**src/rtl/ddr3_rw_scheduler.sv**
```systemverilog
// ddr3_rw_scheduler
//
// Picks between the user write and read request queues and offers one burst
// command at a time to the data path. It keeps the data bus occupied for
// BURST_CYCLES after each accepted command. It inserts read/write turnaround
// gaps when the direction changes. It limits how many commands one direction
// may issue while the other direction is waiting.
//
// Ports
//   clk           controller clock
//   reset         synchronous, active-high reset
//   wr_req_valid  write request pending        wr_req_addr  write address
//   wr_req_ready  write request accepted (handshake cycle only)
//   wr_urgent     write FIFO near full; writes win arbitration
//   rd_req_valid  read request pending         rd_req_addr  read address
//   rd_req_ready  read request accepted (handshake cycle only)
//   cmd_valid     command offered to data path
//   cmd_write     offered command is a write   cmd_read  offered command is a read
//   cmd_addr      offered command address      cmd_ready data path accepts command
//   busy          scheduler not idle
//   cur_dir       direction of last or current command (1 = write)
//
// State   | meaning
// --------+-----------------------------------------------------------------
// IDLE    | no command in flight; arbitrate every cycle
// TURN    | direction committed; waiting for the turnaround gap to elapse
// ISSUE   | command offered; held until cmd_ready
// BURST   | data bus occupied; arbitrate on the last burst cycle
module ddr3_rw_scheduler #(
    parameter int ADDR_WIDTH   = 28,
    parameter int BURST_CYCLES = 4,
    parameter int WR_TO_RD_GAP = 6,
    parameter int RD_TO_WR_GAP = 4,
    parameter int BATCH_MAX    = 4
) (
    input  logic                  clk,
    input  logic                  reset,
    input  logic                  wr_req_valid,
    input  logic [ADDR_WIDTH-1:0] wr_req_addr,
    output logic                  wr_req_ready,
    input  logic                  wr_urgent,
    input  logic                  rd_req_valid,
    input  logic [ADDR_WIDTH-1:0] rd_req_addr,
    output logic                  rd_req_ready,
    output logic                  cmd_valid,
    output logic                  cmd_write,
    output logic                  cmd_read,
    output logic [ADDR_WIDTH-1:0] cmd_addr,
    input  logic                  cmd_ready,
    output logic                  busy,
    output logic                  cur_dir
);

    typedef enum logic [1:0] {
        IDLE  = 2'd0,
        TURN  = 2'd1,
        ISSUE = 2'd2,
        BURST = 2'd3
    } state_t;

    localparam logic [3:0] BURST_LAST = 4'(BURST_CYCLES - 1);
    localparam logic [3:0] GAP_W2R    = 4'(WR_TO_RD_GAP);
    localparam logic [3:0] GAP_R2W    = 4'(RD_TO_WR_GAP);
    localparam logic [3:0] BATCH_LIM  = 4'(BATCH_MAX);

    state_t     state_q, state_d;
    logic       cur_dir_q, cur_dir_d;
    logic [3:0] gap_q, gap_d;
    logic [3:0] batch_q, batch_d;
    logic [3:0] burst_q, burst_d;

    logic       pick_dir;
    logic       sel_run;
    logic       issue_act;

    // Arbitration result; only consumed when at least one request is valid.
    always_comb begin
        pick_dir = cur_dir_q;
        if (wr_req_valid && !rd_req_valid) begin
            pick_dir = 1'b1;
        end else if (rd_req_valid && !wr_req_valid) begin
            pick_dir = 1'b0;
        end else if (wr_urgent) begin
            pick_dir = 1'b1;
        end else if (batch_q < BATCH_LIM) begin
            pick_dir = cur_dir_q;
        end else begin
            pick_dir = !cur_dir_q;
        end
    end

    // The turnaround decision looks at gap_d, the value gap_cnt holds in the
    // next cycle. A command therefore enters ISSUE in the first cycle that
    // the gap has fully elapsed, so exactly WR_TO_RD_GAP / RD_TO_WR_GAP idle
    // clocks separate a burst from an opposite-direction command.
    always_comb begin
        state_d   = state_q;
        cur_dir_d = cur_dir_q;
        batch_d   = batch_q;
        burst_d   = burst_q;
        gap_d     = (gap_q != 4'd0) ? gap_q - 4'd1 : 4'd0;
        sel_run   = 1'b0;

        case (state_q)
            IDLE: begin
                sel_run = 1'b1;
            end
            TURN: begin
                if (gap_d == 4'd0) begin
                    state_d = ISSUE;
                end
            end
            ISSUE: begin
                if (cmd_ready) begin
                    state_d = BURST;
                    burst_d = BURST_LAST;
                end
            end
            BURST: begin
                if (burst_q == 4'd0) begin
                    gap_d   = cur_dir_q ? GAP_W2R : GAP_R2W;
                    sel_run = 1'b1;
                end else begin
                    burst_d = burst_q - 4'd1;
                end
            end
            default: begin
                state_d = IDLE;
            end
        endcase

        if (sel_run) begin
            if (!wr_req_valid && !rd_req_valid) begin
                state_d = IDLE;
            end else if (pick_dir == cur_dir_q) begin
                state_d = ISSUE;
                batch_d = (batch_q >= BATCH_LIM) ? BATCH_LIM : batch_q + 4'd1;
            end else begin
                cur_dir_d = pick_dir;
                batch_d   = 4'd1;
                state_d   = (gap_d == 4'd0) ? ISSUE : TURN;
            end
        end
    end

    always_ff @(posedge clk) begin
        if (reset) begin
            state_q   <= IDLE;
            cur_dir_q <= 1'b0;
            gap_q     <= 4'd0;
            batch_q   <= 4'd0;
            burst_q   <= 4'd0;
        end else begin
            state_q   <= state_d;
            cur_dir_q <= cur_dir_d;
            gap_q     <= gap_d;
            batch_q   <= batch_d;
            burst_q   <= burst_d;
        end
    end

    // Outputs are forced low while reset is high so that a handshake pending
    // in the reset cycle is abandoned rather than half-completed.
    assign issue_act    = !reset && (state_q == ISSUE);
    assign cmd_valid    = issue_act;
    assign cmd_write    = issue_act && cur_dir_q;
    assign cmd_read     = issue_act && !cur_dir_q;
    assign cmd_addr     = issue_act ? (cur_dir_q ? wr_req_addr : rd_req_addr)
                                    : '0;
    assign wr_req_ready = cmd_write && cmd_ready;
    assign rd_req_ready = cmd_read && cmd_ready;
    assign busy         = !reset && (state_q != IDLE);
    assign cur_dir      = !reset && cur_dir_q;

endmodule

```
**config.mk**
```make
export PLATFORM = sky130hd
export DESIGN_NAME = ddr3_rw_scheduler
export DESIGN_NICKNAME = d
export VERILOG_FILES = /design/src/rtl/ddr3_rw_scheduler.sv
export SDC_FILE = /design/constraint.sdc
export NUM_CORES = 1
export LEC_CHECK = 0
export ABC_AREA = 1
export CELL_PAD_IN_SITES_DETAIL_PLACEMENT = 1
export CELL_PAD_IN_SITES_GLOBAL_PLACEMENT = 2
export CORE_MARGIN = 10
export CORE_UTILIZATION = 14
export CTS_BUF_LIST = sky130_fd_sc_hd__clkbuf_16
export DETAILED_ROUTE_END_ITERATION = 10
export GPL_TIMING_DRIVEN = 0
export PLACE_DENSITY = 0.81
export SLEW_MARGIN = 20
export SYNTH_ARGS = -nofsm -noshare
export SYNTH_HDL_FRONTEND = slang
export SYNTH_SLANG_ARGS = --single-unit
```
**constraint.sdc**
```tcl
create_clock -name clk -period 1.6 [get_ports clk]
set_input_delay 0.32 -clock clk [delete_from_list [all_inputs] [get_ports clk]]
set_output_delay 0.32 -clock clk [all_outputs]
set_load 0.02 [all_outputs]
```
* Yosys cells after proc, flatten, opt, wreduce, memory -nomap -nowiden
Index checks and enable logic that the tools add are counted.
** Word-level totals
- Bits in registers :: 15
- Bits of input ports :: 62
- Output and inout bits :: 35
- Word-level logic and storage cells :: 70
** Operators by class
- Add/sub/neg operators :: 3
- Order comparisons :: 2
- Equality and inequality tests :: 8
- Muxes and demuxes :: 24
- Bitwise logic cells :: 2
- Reduce and logical (&&, ||, !) cells :: 26
** Operators by type and width (number)
- 28-bit two-way mux :: 2
- 4-bit two-way mux :: 7
- 2-bit two-way mux :: 7
- 4-bit zero test :: 3
- 1-bit logical AND :: 10
- 3-bit AND reduction :: 3
- 4-bit one-hot mux with 2 select lines :: 1
- 4-bit by 1-bit subtractor with 4-bit output (second input constant) :: 2
- 3-bit inequality test (second input constant) :: 2
- 1-bit two-way mux :: 5
- 4-bit by 1-bit adder with 4-bit output (second input constant) :: 1
- 2-bit equality test (second input constant) :: 2
- 4-bit by 3-bit >= comparator with 1-bit output (second input constant) :: 1
- 1-bit zero test :: 4
- 4-bit by 3-bit < comparator with 1-bit output (second input constant) :: 1
- 2-bit inequality test (second input constant) :: 2
- 2-bit one-hot mux with 2 select lines :: 1
- 2-bit nonzero test :: 2
- 4-bit nonzero test :: 1
- 3-bit nonzero test :: 1
- 2-bit by 1-bit equality test with 1-bit output (second input constant) :: 1
- 2-bit zero test :: 1
- 1-bit NOT :: 2
- 1-bit one-hot mux with 2 select lines :: 1
- other kinds (2) :: 2

* Logic depth before layout (Yosys ltp)
- Word-level depth :: 9
- Gate-level depth with buffers :: 12
- Gate-level depth less buffers :: 12

* Least setup slack after synthesis
No wires, ideal clock.
- Kind :: register to output
- Start point :: register state_q[0]
- End point :: output port cmd_addr[18]
- Data arrival time :: 1.516 ns
- Data required time :: 1.280 ns
- Path slack :: -0.236 ns
- Cell stages (with the launch flop) :: 9
- Path buffers :: 1
- Cells stage by stage :: dfxtp_1 -> inv_1 -> ha_1 -> inv_2 -> nor2_4 -> inv_2 -> nor2_1 -> buf_2 -> a22o_1
** Between the ends
- Word-level cells in the longest chain between the ends :: 3
** Ends and longest elaborated chain
- from (decl) :: RTL line 66 : state_t state_q, state_d;
- from (signal assigned) :: RTL line 154 : state_q <= state_d;
- 2-bit equality test :: RTL line 164 : assign issue_act = !reset && (state_q == ISSUE);
- 1-bit logical AND :: RTL line 164
- named net cmd_valid :: RTL line 45 : output logic cmd_valid,
- 28-bit two-way mux :: RTL line 168 : assign cmd_addr = issue_act ? (cur_dir_q ? wr_req_addr : rd_req_addr)
- to (decl) :: RTL line 48 : output logic [ADDR_WIDTH-1:0] cmd_addr,
The timed path passes the listed nets, and every way through them passes these cells.

* Final worst setup path
- Start point :: register state_q[0]
- End point :: output port cmd_addr[17]
** Between the ends
- Word-level cells in the longest chain between the ends :: 3
** Ends and longest elaborated chain (RTL line)
- 2-bit equality test :: 164
- 1-bit logical AND :: 164
- 28-bit two-way mux :: 168
Every way passes these cells.

==> results_dict.tcl <==
set metrics [dict create \
    fin_ws_ps -403 \
    drtPass1Iterations 4 \
    grt_pass1_vias 1831 \
    die_w_um 115 \
    syn_to_final_growth_pct 135 \
    ys_ff_latch 15 \
    seqCellArea_um2 304 \
    syn_inst 173 \
    r2r_setup_slack_ps 30 \
    worstPathMaxFanout 5 \
    whs_ps 465 \
    grt_overflow_total 0 \
    via_per_inst 4.34 \
    postSynthAreaPerCell_um2 7.30 \
    r2r_start "state_q[0]$_SDFFE_PP0P_" \
    drc 0 \
    hold_class "reg -> reg" \
    wl_met2_mm 3.14 \
    syn-cell-area_um2 1260 \
    crit_family "buffers and inverters" \
    crit_slowest_cell "dfxtp_2" \
    cp_num_cells 10 \
    io_buffers 96 \
    drt_wl_total_mm 6.90 \
    dr.first_iter.drc_count 93 \
    setup_viol 32 \
    cts_tree "yes" \
    place_inst 377 \
    yosys-top-cells-area "dfxtp_1, a22o_1, nand2_1" \
    cts-root-buf "clkbuf_16" \
    initial_core_util 0.144 \
    synth_most_common_cell "a22o_1" \
    rsz0062_at_grt "yes" \
    clock_skew_ps 1.28 \
    ys_seq_area_frac 0.238 \
    ys.flop_type "dfxtp_1" \
    highest_layer "met4" \
    pwr_density_cell_nw_per_um2 1090 \
    cp-startpoint "state_q[0]$_SDFFE_PP0P_" \
    wl_met1_mm 2.99 \
    ff2ff_path_depth 11 \
    drive_above_1_share 0.393 \
    slew_headroom 0.821 \
    async_flop_share 0 \
    fp.dieH_um 115 \
    wl_per_cell_um 17.3 \
    path_cells "inv_4 > ha_4 > inv_4 > nor2_4 > inv_4 > nor2_4 > buf_6 > buf_16 > a22o_4 > buf_6" \
    syn-num-nets 242 \
    dpl.hpwl_mm 5.34 \
    clock_sinks 15 \
    worstPathRequired_ps 1280 \
    path_clk_slew_ps 50 \
    multi_input_area_um2 1010 \
    fmax_mhz 499 \
    antenna_found_initial 0 \
    synth_common_cells "a22o_1, nand2_1, inv_1" \
    vias 1727 \
    rows 34 \
    dr_wl_met3_um 759 \
    htreeDepth 1 \
    grt_max_degree 11 \
    antenna_left 0 \
    coreArea_um2 8760 \
    clock_path_buffers 2 \
    min_delay_path_depth 2 \
    start_kind "flop" \
    finalCritPeriodShare 1.25 \
    peakVddDrop_uv 382 \
    die-area_um2 13200 \
    path_common_cell "inv_4" \
    min_from "batch_q[3]$_SDFFE_PP0P_" \
    cts-buffers-inserted 3 \
    clk_latency_ps 240 \
    synth_top_cell_area_share 0.238 \
    stdcell_count 398 \
    cpPeakStageDelay_ps 360 \
    finalHoldViolations 0 \
    grt_usage 0.0976 \
    violations "negative setup slack" \
    ios 97 \
    worst_pin_slew_ps 268 \
    synth_edf_count 0 \
    fin_nets 360 \
    finalCriticalPeriod_ps 2000 \
    drv_slew 0 \
    worstPathArrival_ps 1680 \
    ys_types 31 \
    fillers 1010 \
    power_uw 3240 \
    n_antenna_cell 0 \
    status "finished with violations" \
    leakage_uw 0.00135 \
    ys_warn_count 0 \
    worstSetupEndpointType "primary output" \
    grt_pass1_wl_mm 10.4 \
    worstSetupPathType "reg -> out" \
    synth_largest_area_cell "dfxtp_1" \
    place_ws_ps -959 \
    globalplace.congestion 0.760 \
    worstPathBufferInverterCount 6 \
    hold_buffers 0 \
    maxCapViolCount 0 \
]
## path summary, 6_finish.rpt
| path | end |
|---|---|
| hold reg to reg | batch_q[3]$_SDFFE_PP0P_ |
| hold / removal | batch_q[3]$_SDFFE_PP0P_ |
| setup reg to reg | batch_q[2]$_SDFFE_PP0P_ |
| setup / recovery | cmd_addr[17] |
## logic make-up after synthesis
kind of cell    after synthesis  share of synthesized area
buf+inv                      33                      0.119
fa+ha+maj                     7                     0.0694
flops                        15                      0.238
compound gates               49                      0.302
xor+xnor                      1                    0.00694
simple gates                 68                      0.265
## per-layer routing
metal	vias up	global-route usage
met5	-	0
met4	0	0.0173
met3	2	0.0354
met2	90	0.170
met1	805	0.113
li1	830	-
## layout make-up
| cell class | count | area share |
|---|---|---|
| inverter | 26 | 0.0371 |
| clock buffer | 3 | 0.0253 |
| sequential | 15 | 0.102 |
| buffer | 7 | 0.0337 |
| timing repair buffer | 113 | 0.414 |
| tap | 108 | 0.0455 |
| clock inverter | 1 | 0.00126 |
| multi-input combinational | 125 | 0.340 |
## power breakdown
part / internal (uW) / total, uW / switching (uW)
Clock: 331 / 484 / 153
Combinational: 1100 / 2200 / 1100
Sequential: 466 / 558 / 91.8
## layout by cell type, fill, tap and decap left out, drive strengths merged
cell type / synthesis / final
a21oi: 9 / 9
a22o: 28 / 28
a31oi: 2 / 2
buf: 7 / 57
clkbuf: 0 / 5
clkdlybuf4s50: 0 / 60
clkinv: 1 / 1
dfxtp: 15 / 15
dlygate4sd2: 0 / 1
ha: 7 / 7
inv: 25 / 26
nand2: 30 / 30
nand3: 10 / 10
nand4: 1 / 1
nor2: 20 / 20
nor3: 5 / 5
o211ai: 1 / 1
o21ai: 9 / 9
or2: 2 / 2
xor2: 1 / 1
## flip-flops by register name, indices dropped and copies added, names as in the netlist
signal,count
batch_q,4
burst_q,4
gap_q,4
state_q,2
cur_dir_q,1
## worst min-delay path: cells and delay by family, from the launching register on
kind / cells / cell delay, ps
and+or+nand+nor: 1 / 80
buffers and inverters: 1 / 30
DFF: 1 / 320
## stage by stage
step | TNS [ps] | cell area (um2) | utilization
final | -11480 | 2970 | 0.339
after CTS | -11400 | 2960 | 0.337
after global placement | -28430 | 2570 | 0.293
after global routing | -14240 | 2970 | 0.339
after detailed placement | -29240 | 2570 | 0.293
after floorplan | -2280 | 1470 | -
## timing repair
item                                    4_1_cts  5_1_grt
endpoints found under the setup margin       35       43
setup buffers                                10        3
pin swaps                                    15        5
gates resized for setup                     227       12
cloned                                        6        0
Power figures use the tool's default switching activity.
